`src/rtl/jump_ctrl_pkg.sv`:
```
// Shared definitions for the jump controller.
//   - FSM state encoding (FETCH -> WAIT -> DECODE)
//   - opcode constants for the flow-control instructions
//   - opcode_of(): extracts the opcode nibble from an instruction byte
package jump_ctrl_pkg;

  typedef enum logic [1:0] {
    ST_FETCH  = 2'd0,
    ST_WAIT   = 2'd1,
    ST_DECODE = 2'd2
  } state_e;

  localparam logic [3:0] OP_JMP  = 4'hF;
  localparam logic [3:0] OP_JZ   = 4'hE;
  localparam logic [3:0] OP_JNZ  = 4'hD;
  localparam logic [3:0] OP_CALL = 4'hC;
  localparam logic [3:0] OP_RET  = 4'hB;

  function automatic logic [3:0] opcode_of(input logic [7:0] byte_in);
    return byte_in[7:4];
  endfunction

endpackage

```
`src/rtl/jump_ctrl_stack.sv`:
```
// Return-address LIFO for CALL/RET.
// Ports:
//   clk, rst_n    clock, asynchronous active-low reset (empties the stack)
//   push, pop     push_data is stored on push; the top entry is dropped on pop
//   push_data     return address to store
//   full, empty   occupancy flags; push when full / pop when empty is ignored
//   top_data      most recently pushed entry (meaningless while empty)
module jump_ctrl_stack #(
  parameter int W     = 4,
  parameter int DEPTH = 4
) (
  input  logic         clk,
  input  logic         rst_n,
  input  logic         push,
  input  logic         pop,
  input  logic [W-1:0] push_data,
  output logic         full,
  output logic         empty,
  output logic [W-1:0] top_data
);

  localparam int CNT_W = $clog2(DEPTH + 1);
  localparam int IDX_W = (DEPTH > 1) ? $clog2(DEPTH) : 1;

  logic [CNT_W-1:0] count_q, count_d;
  logic [W-1:0]     mem_q [DEPTH];
  logic [IDX_W-1:0] wr_idx, top_idx;

  assign full     = (count_q == CNT_W'(DEPTH));
  assign empty    = (count_q == '0);
  assign wr_idx   = IDX_W'(count_q);
  assign top_idx  = IDX_W'(count_q - 1'b1);
  assign top_data = mem_q[top_idx];

  // NOTE: every variable gets a default before any condition so no latch is inferred.
  always_comb begin
    count_d = count_q;
    if (push && !full)       count_d = count_q + 1'b1;
    else if (pop && !empty)  count_d = count_q - 1'b1;
  end

  // NOTE: sequential state uses non-blocking assignments so all flops update together.
  always_ff @(posedge clk or negedge rst_n) begin
    if (!rst_n) count_q <= '0;
    else        count_q <= count_d;
  end

  // NOTE: storage is not reset; clearing the count empties the stack and
  // entries above the count are never read.
  always_ff @(posedge clk) begin
    if (push && !full) mem_q[wr_idx] <= push_data;
  end

endmodule

```
`src/rtl/jump_controller.sv`:
```
// Jump controller: fetches one instruction byte every three cycles and either
// pulses jump (with a target on custom_data) or pc_step to the program counter.
// Non-flow instructions are forwarded on instr/instr_valid.
// Optional feature macro: JUMP_CTRL_STACK_EN enables CALL/RET with a
// return-address stack and the sticky stack_err flag; without it CALL/RET are
// ordinary non-flow opcodes and stack_err is tied 0.
// Ports:
//   clk, rst_n          clock, asynchronous active-low reset
//   run                 allows a new fetch; in-flight instructions always complete
//   pc                  current program counter
//   mem_rd, mem_addr    program memory read strobe/address (FETCH cycle only)
//   mem_data            instruction byte, valid the cycle after mem_rd
//   zero_flag           ALU zero flag for JZ/JNZ
//   jump, custom_data   PC load pulse and target (target holds between pulses)
//   pc_step             PC advance pulse
//   instr, instr_valid  non-flow instruction and its one-cycle qualifier
//   stack_err           sticky stack overflow/underflow
module jump_controller
  import jump_ctrl_pkg::*;
#(
  parameter int ADDR_W      = 4,
  parameter int STACK_DEPTH = 4
) (
  input  logic              clk,
  input  logic              rst_n,
  input  logic              run,
  input  logic [ADDR_W-1:0] pc,
  output logic              mem_rd,
  output logic [ADDR_W-1:0] mem_addr,
  input  logic [7:0]        mem_data,
  input  logic              zero_flag,
  output logic              jump,
  output logic [ADDR_W-1:0] custom_data,
  output logic              pc_step,
  output logic [7:0]        instr,
  output logic              instr_valid,
  output logic              stack_err
);

  state_e            state_q, state_d;
  logic              armed_q;
  logic              jump_q, jump_d;
  logic              pc_step_q, pc_step_d;
  logic              instr_valid_q, instr_valid_d;
  logic [7:0]        instr_q, instr_d;
  logic [ADDR_W-1:0] custom_data_q, custom_data_d;
  logic [ADDR_W-1:0] operand;

  assign operand = ADDR_W'(mem_data[3:0]);

`ifdef JUMP_CTRL_STACK_EN
  logic              stack_err_q, stack_err_d;
  logic              push, pop, stk_full, stk_empty;
  logic [ADDR_W-1:0] stk_top, ret_addr;

  assign ret_addr = pc + ADDR_W'(1);

  jump_ctrl_stack #(.W(ADDR_W), .DEPTH(STACK_DEPTH)) u_stack (
    .clk       (clk),
    .rst_n     (rst_n),
    .push      (push),
    .pop       (pop),
    .push_data (ret_addr),
    .full      (stk_full),
    .empty     (stk_empty),
    .top_data  (stk_top)
  );
`endif

  // The pulse outputs are registered, so the decision is made from mem_data
  // during WAIT and the pulse is visible throughout the DECODE cycle.
  always_comb begin
    state_d       = state_q;
    mem_rd        = 1'b0;
    jump_d        = 1'b0;
    pc_step_d     = 1'b0;
    instr_valid_d = 1'b0;
    instr_d       = instr_q;
    custom_data_d = custom_data_q;
`ifdef JUMP_CTRL_STACK_EN
    stack_err_d   = stack_err_q;
    push          = 1'b0;
    pop           = 1'b0;
`endif
    case (state_q)
      ST_FETCH: begin
        // armed_q keeps mem_rd low while reset is asserted and for the first
        // edge after release.
        if (armed_q && run) begin
          mem_rd  = 1'b1;
          state_d = ST_WAIT;
        end
      end
      ST_WAIT: begin
        state_d = ST_DECODE;
        instr_d = mem_data;
        case (opcode_of(mem_data))
          OP_JMP: begin
            jump_d        = 1'b1;
            custom_data_d = operand;
          end
          OP_JZ, OP_JNZ: begin
            if (zero_flag == (opcode_of(mem_data) == OP_JZ)) begin
              jump_d        = 1'b1;
              custom_data_d = operand;
            end else begin
              pc_step_d = 1'b1;
            end
          end
`ifdef JUMP_CTRL_STACK_EN
          OP_CALL: begin
            if (!stk_full) begin
              push          = 1'b1;
              jump_d        = 1'b1;
              custom_data_d = operand;
            end else begin
              pc_step_d   = 1'b1;
              stack_err_d = 1'b1;
            end
          end
          OP_RET: begin
            if (!stk_empty) begin
              pop           = 1'b1;
              jump_d        = 1'b1;
              custom_data_d = stk_top;
            end else begin
              pc_step_d   = 1'b1;
              stack_err_d = 1'b1;
            end
          end
`endif
          default: begin
            pc_step_d     = 1'b1;
            instr_valid_d = 1'b1;
          end
        endcase
      end
      ST_DECODE: state_d = ST_FETCH;
      default:   state_d = ST_FETCH;
    endcase
  end

  assign mem_addr = mem_rd ? pc : '0;

  always_ff @(posedge clk or negedge rst_n) begin
    if (!rst_n) begin
      state_q       <= ST_FETCH;
      armed_q       <= 1'b0;
      jump_q        <= 1'b0;
      pc_step_q     <= 1'b0;
      instr_valid_q <= 1'b0;
      instr_q       <= '0;
      custom_data_q <= '0;
    end else begin
      state_q       <= state_d;
      armed_q       <= 1'b1;
      jump_q        <= jump_d;
      pc_step_q     <= pc_step_d;
      instr_valid_q <= instr_valid_d;
      instr_q       <= instr_d;
      custom_data_q <= custom_data_d;
    end
  end

`ifdef JUMP_CTRL_STACK_EN
  always_ff @(posedge clk or negedge rst_n) begin
    if (!rst_n) stack_err_q <= 1'b0;
    else        stack_err_q <= stack_err_d;
  end
  assign stack_err = stack_err_q;
`else
  assign stack_err = 1'b0;
`endif

  assign jump        = jump_q;
  assign pc_step     = pc_step_q;
  assign instr_valid = instr_valid_q;
  assign instr       = instr_q;
  assign custom_data = custom_data_q;

endmodule

```
`config.mk`:
```
export PLATFORM = sky130hd
export DESIGN_NAME = jump_controller
export DESIGN_NICKNAME = d
export VERILOG_FILES = /design/src/rtl/jump_ctrl_pkg.sv /design/src/rtl/jump_ctrl_stack.sv /design/src/rtl/jump_controller.sv
export SDC_FILE = /design/constraint.sdc
export NUM_CORES = 1
export LEC_CHECK = 0
export ABC_AREA = 1
export CORE_MARGIN = 1
export CORE_UTILIZATION = 42
export DETAILED_ROUTE_END_ITERATION = 10
export HOLD_SLACK_MARGIN = 0.05
export PLACE_DENSITY = 0.9
export SETUP_SLACK_MARGIN = 0.02
export SKIP_LAST_GASP = 1
export SYNTH_ARGS = -nofsm -noshare
export SYNTH_HDL_FRONTEND = slang
export SYNTH_SLANG_ARGS = --single-unit
```
`constraint.sdc`:
```
create_clock -name clk -period 2.15 [get_ports clk]
set_clock_uncertainty 0.05 [all_clocks]
set_input_delay 0.43 -clock clk [delete_from_list [all_inputs] [get_ports clk]]
set_output_delay 0.43 -clock clk [all_outputs]
set_load 0.005 [all_outputs]
```
Word level (Yosys, flattened, before mapping)
Cells that the tools add are included.

Output and inout bits: 21. Flip-flop bits (word level): 18. Input bits: 16. Word-level logic and storage cells: 35.

Reductions and logical operators: 6. Muxes and demuxes: 15. Eq/ne operators: 7.

Operators with widths (count): $eq A4 B4 Y1 const B (3); $mux W1 (8); $mux W4 (2); $pmux W4 S2 (1); $ne A2 B2 Y1 const B (2); $pmux W1 S2 (2); $pmux W2 S2 (1); $reduce_and A3 Y1 (1); $reduce_or A3 Y1 (1); $eq A2 B1 Y1 const B (1); $logic_not A2 Y1 (1); $mux W2 (1); $reduce_bool A2 Y1 (1); $reduce_or A2 Y1 (1); $eq A1 B1 Y1 (1); $logic_and A1 B1 Y1 (1).

Logic depth before layout (Yosys ltp)
Gate-level depths: netlist of the first run.

Depth in word-level cells: 5. Mapped depth: 6. Depth with buffers taken out: 5.

Worst setup path after synthesis of the first run
Ideal clock, no wire load.

Kind: input-to-output. Start: input run. End: output mem_addr[0]. Cell stages on the path: 2. Setup slack: 0.916 ns. Arrival time: 0.754 ns. Cells stage by stage: nand4_1 > nor2_1.

Word-level cells in the longest chain between the ends: 4.

Ends and longest elaborated chain: from (decl) (line jump_controller.sv:26) `input logic run,`; $logic_and A1 B1 Y1 (line jump_controller.sv:89) `if (armed_q && run) begin`; $mux W1 (line jump_controller.sv:89); $mux W1 (line jump_controller.sv:85) `case (state_q)`; $mux W4 (line jump_controller.sv:143) `assign mem_addr = mem_rd ? pc : '0;`; to (decl) (line jump_controller.sv:29) `output logic [ADDR_W-1:0] mem_addr,`.

Every way passes these cells.

Worst setup path in the final report of the first run
Ends and elaborated chain as after synthesis.

==> results by stage, run 1 <==
Outcome:
- The run finished with clean final reports.

Global route:
- The initial antenna violation count is 0.
- Entering global routing, the biggest net connects 19 pins.
- For this run the aggregate overflow at the end of global routing stands at 0.
- The wire length of the first global-routing pass is ~2.6 mm.
- The total track usage is roughly a fifth.
- The number of global-route vias before repair is 585.

Final layout:
- The count of inserted antenna diode cells is 0.
- The library cell used most frequently in the layout, excluding fill and tap cells, is sky130_fd_sc_hd__nand2_1.
- The library cells used most frequently in the layout, excluding fill and tap cells, are sky130_fd_sc_hd__nand2_1 (31), sky130_fd_sc_hd__clkdlybuf4s50_1 (30), sky130_fd_sc_hd__dfrtp_1 (18), sky130_fd_sc_hd__inv_1 (8), sky130_fd_sc_hd__nor2_1 (8).
- The core utilization of the finished layout is 69.5%.
- The final layout contains between 100 and 150 nets.
- Cells with a size suffix above 1 make up 14.4% of the layout.
- The area growth from synthesis to layout is 55.6%.
- The final instance area is 1190 sq um.

Clock network:
- The longest clock path from root to sink contains 2 buffers.
- The total of hold buffers inserted after clock tree synthesis is 0.
- In this run the number of H-tree levels came out at 1.
- The root cell of the clock tree is sky130_fd_sc_hd__clkbuf_4.
- The clock sink count is 18.
- Clock-pin slew was measured on the worst setup and hold paths at about 0.1 ns.
- The total clock buffers created by CTS is 3.
- The TritonCTS clock tree is yes.
- The insertion delay to the later sink of the worst-skew pair is ~0.29 ns.

Drt:
- The wire length after detailed routing is roughly 1.6 mm.
- The number of search-and-repair iterations in the first detailed-routing pass is 3.
- The DRC violation count after routing is 0.
- In the final routed layout, each cell accounts on average for 10.9 um.
- The total via count in the routed design is 660.
- The detail route stage leaves a number of antenna-violating nets equal to 0.
- The via density per instance is roughly 4.4.
- After the first detailed-routing iteration, the DRC count stood at 9.

Critical path:
- The endpoint required time on the critical path is around 1.7 ns.
- The worst stage delay on the critical path is approximately 0.46 ns.
- The kind of launch point of the worst setup path is a primary input.
- The worst setup path is of the in -> out kind.
- The signal on the critical path passes through clkdlybuf4s50_1, nand4_1, buf_4, nor2_1, clkdlybuf4s15_1.
- The kind of cell adding the most delay to the critical path is buffers and inverters.
- The critical path contains buffers and inverters numbering 3 combined.
- STA classifies the critical path endpoint as an output port.
- The slowest stage of the critical path is the sky130_fd_sc_hd__clkdlybuf4s50_1 cell.
- The critical path arrival is around 1.6 ns.
- Of all nets on the critical path, the largest fanout is 4.

Placed design:
- At the end of routability-driven placement, the weighted congestion stood at roughly 0.67.
- The HPWL after detailed placement is between 1 and 1.5 mm.
- Summing all placed instances gives a cell area of roughly 1100 sq um.
- The count of buffers added on input and output ports is 35.

Yosys:
- Averaged over all synthesized cells, the footprint is between 9 and 10 sq um.
- During synthesis, Yosys emitted a total of 0 warnings.
- Synthesis handed over a netlist of 84 instances.
- Counting every net in the synthesized netlist gives 100.
- The synthesized netlist occupies a cell area of 763 sq um.
- The number of library cell types mapped by synthesis is 14.
- The sequential fraction of the synthesis area is approximately 59%.
- The number of register bits inferred by synthesis is 18.

Timing:
- The count of final setup violators is 0.
- The measured slew at the worst slew-check pin is 0.769 ns.
- The highest attainable clock frequency is 0.494 GHz.
- The final hold violation count was 0.
- The final max-slew violation count is 0.
- The minimum clock period after layout is between 2 and 2.5 ns.
- The post-route clock period utilization is 94.2%.
- The normalized max-slew margin is 48.6%.
- Setup repair after global routing left no endpoint under its margin.

Floorplan:
- In this run the count of I/O pins placed on the die edge is 37.
- The initial utilization of the core area, before any placement, comes to 44.7%.
- The floorplan step defined a core boundary enclosing between 1500 and 2000 sq um.
- The overall die height is 44.6 um.
- After floorplanning, the core was divided into 15 placement rows.
- The die outline width is between 40 and 50 um.
- The total die area is between 1500 and 2000 sq um.

Power and ir drop:
- In this run the static leakage power is around 0.00062 uW.
- The worst IR drop on VDD is between 0.0004 and 0.0005 V.
- The power density over the cells is about 740 nW/um^2.

Flow run:
- Across the run, the number of max-cap violations was 0.

Min path:
- The path class of the tightest hold or removal check is reg -> reg.
## tightest hold or removal path: stages, from the launching register on
cell	delay, ns
sky130_fd_sc_hd__dfrtp_1	0.35
sky130_fd_sc_hd__nand2_1	0.05
sky130_fd_sc_hd__nand2_1	0.05
## flip-flops by register name, summed over array words and instances (netlist names)
signal and count:
state_q 2, pc_step 1, instr 8, armed_q 1, custom_data 4, jump 1
instr_valid 1
## synthesized netlist by cell type (all sizes together)
| library cell | instances | area [sq um] |
|---|---|---|
| nand2 | 32 | 123 |
| nor2 | 10 | 52.6 |
| buf | 3 | 30.0 |
| nand4 | 5 | 31.3 |
| o21ai | 1 | 8.76 |
| conb | 2 | 7.51 |
| a21oi | 1 | 8.76 |
| dfrtp | 18 | 450 |
| inv | 11 | 41.3 |
| nand3 | 1 | 10.0 |
## path summary, 6_finish.rpt
kind | start | end | slack, ns | depth (start not counted)
worst max-delay path | run | mem_addr[0] | 0.12 | 5
worst min-delay path | custom_data[3] | custom_data[3] | 0.43 | 2
worst max register to register | state_q[1] | state_q[0] | 0.93 | 6
worst min register to register | custom_data[3] | custom_data[3] | 0.43 | 2
max in group asynchronous | rst_n | instr[0] | 1.04 | 1
min in group asynchronous | rst_n | instr[2] | 0.53 | 1
## power by group
part	switching (uW)	internal, uW	leakage (uW)
Clock	101	103	0.0000210
Combinational	94.0	154	0.000374
Sequential	33.6	397	0.000229
## layer usage
metal	share of wire [%]	global-route usage, %
met1	41	22.9
met4	0.98	9.09
met2	51	32.1
met3	7.2	3.67
met5	0	0
## through the flow
step	setup TNS [ns]	hold slack, ns	std cells	power, uW	setup WS [ns]
finish	0	0.425	150	883	0.124
floorplan	0	0.0844	84	512	0.916
global route	0	0.448	150	934	0.0298
detailed placement	-0.402	0.410	142	683	-0.105
CTS	0	0.433	150	892	0.0362
global placement	-0.112	0.408	142	670	-0.0322
## timing repair
item / in CTS / in global routing
endpoints found under the setup margin: 5 / 2
pin swaps: 5 / 0
setup buffers: 4 / 0
cloned: 0 / 0
gates resized for setup: 4 / 2
## cells by family after synthesis
kind of cell / Yosys count / synth area share (%)
other: 2 / 0.984
and+or+nand+nor: 48 / 28.4
DFF: 18 / 59.0
buffers and inverters: 14 / 9.34
AOI/OAI and AO/OA: 2 / 2.30
## final cells by class
cell class | instances | area (sq um)
repair buffers | 40 | 387
inverters | 11 | 41.3
clock buffers | 4 | 36.3
fillers | 128 | 520
flip-flops and latches | 18 | 450
well taps | 25 | 31.3
multi-input cells | 52 | 241
(Power assumes the default switching activity.)
==> run 2, diff against run 1 <==
Settings changed: SLEW_MARGIN set to 5.
==> results of run 2 <==
Same layout as run 1: the final DEF is identical, and so are final timing and power.
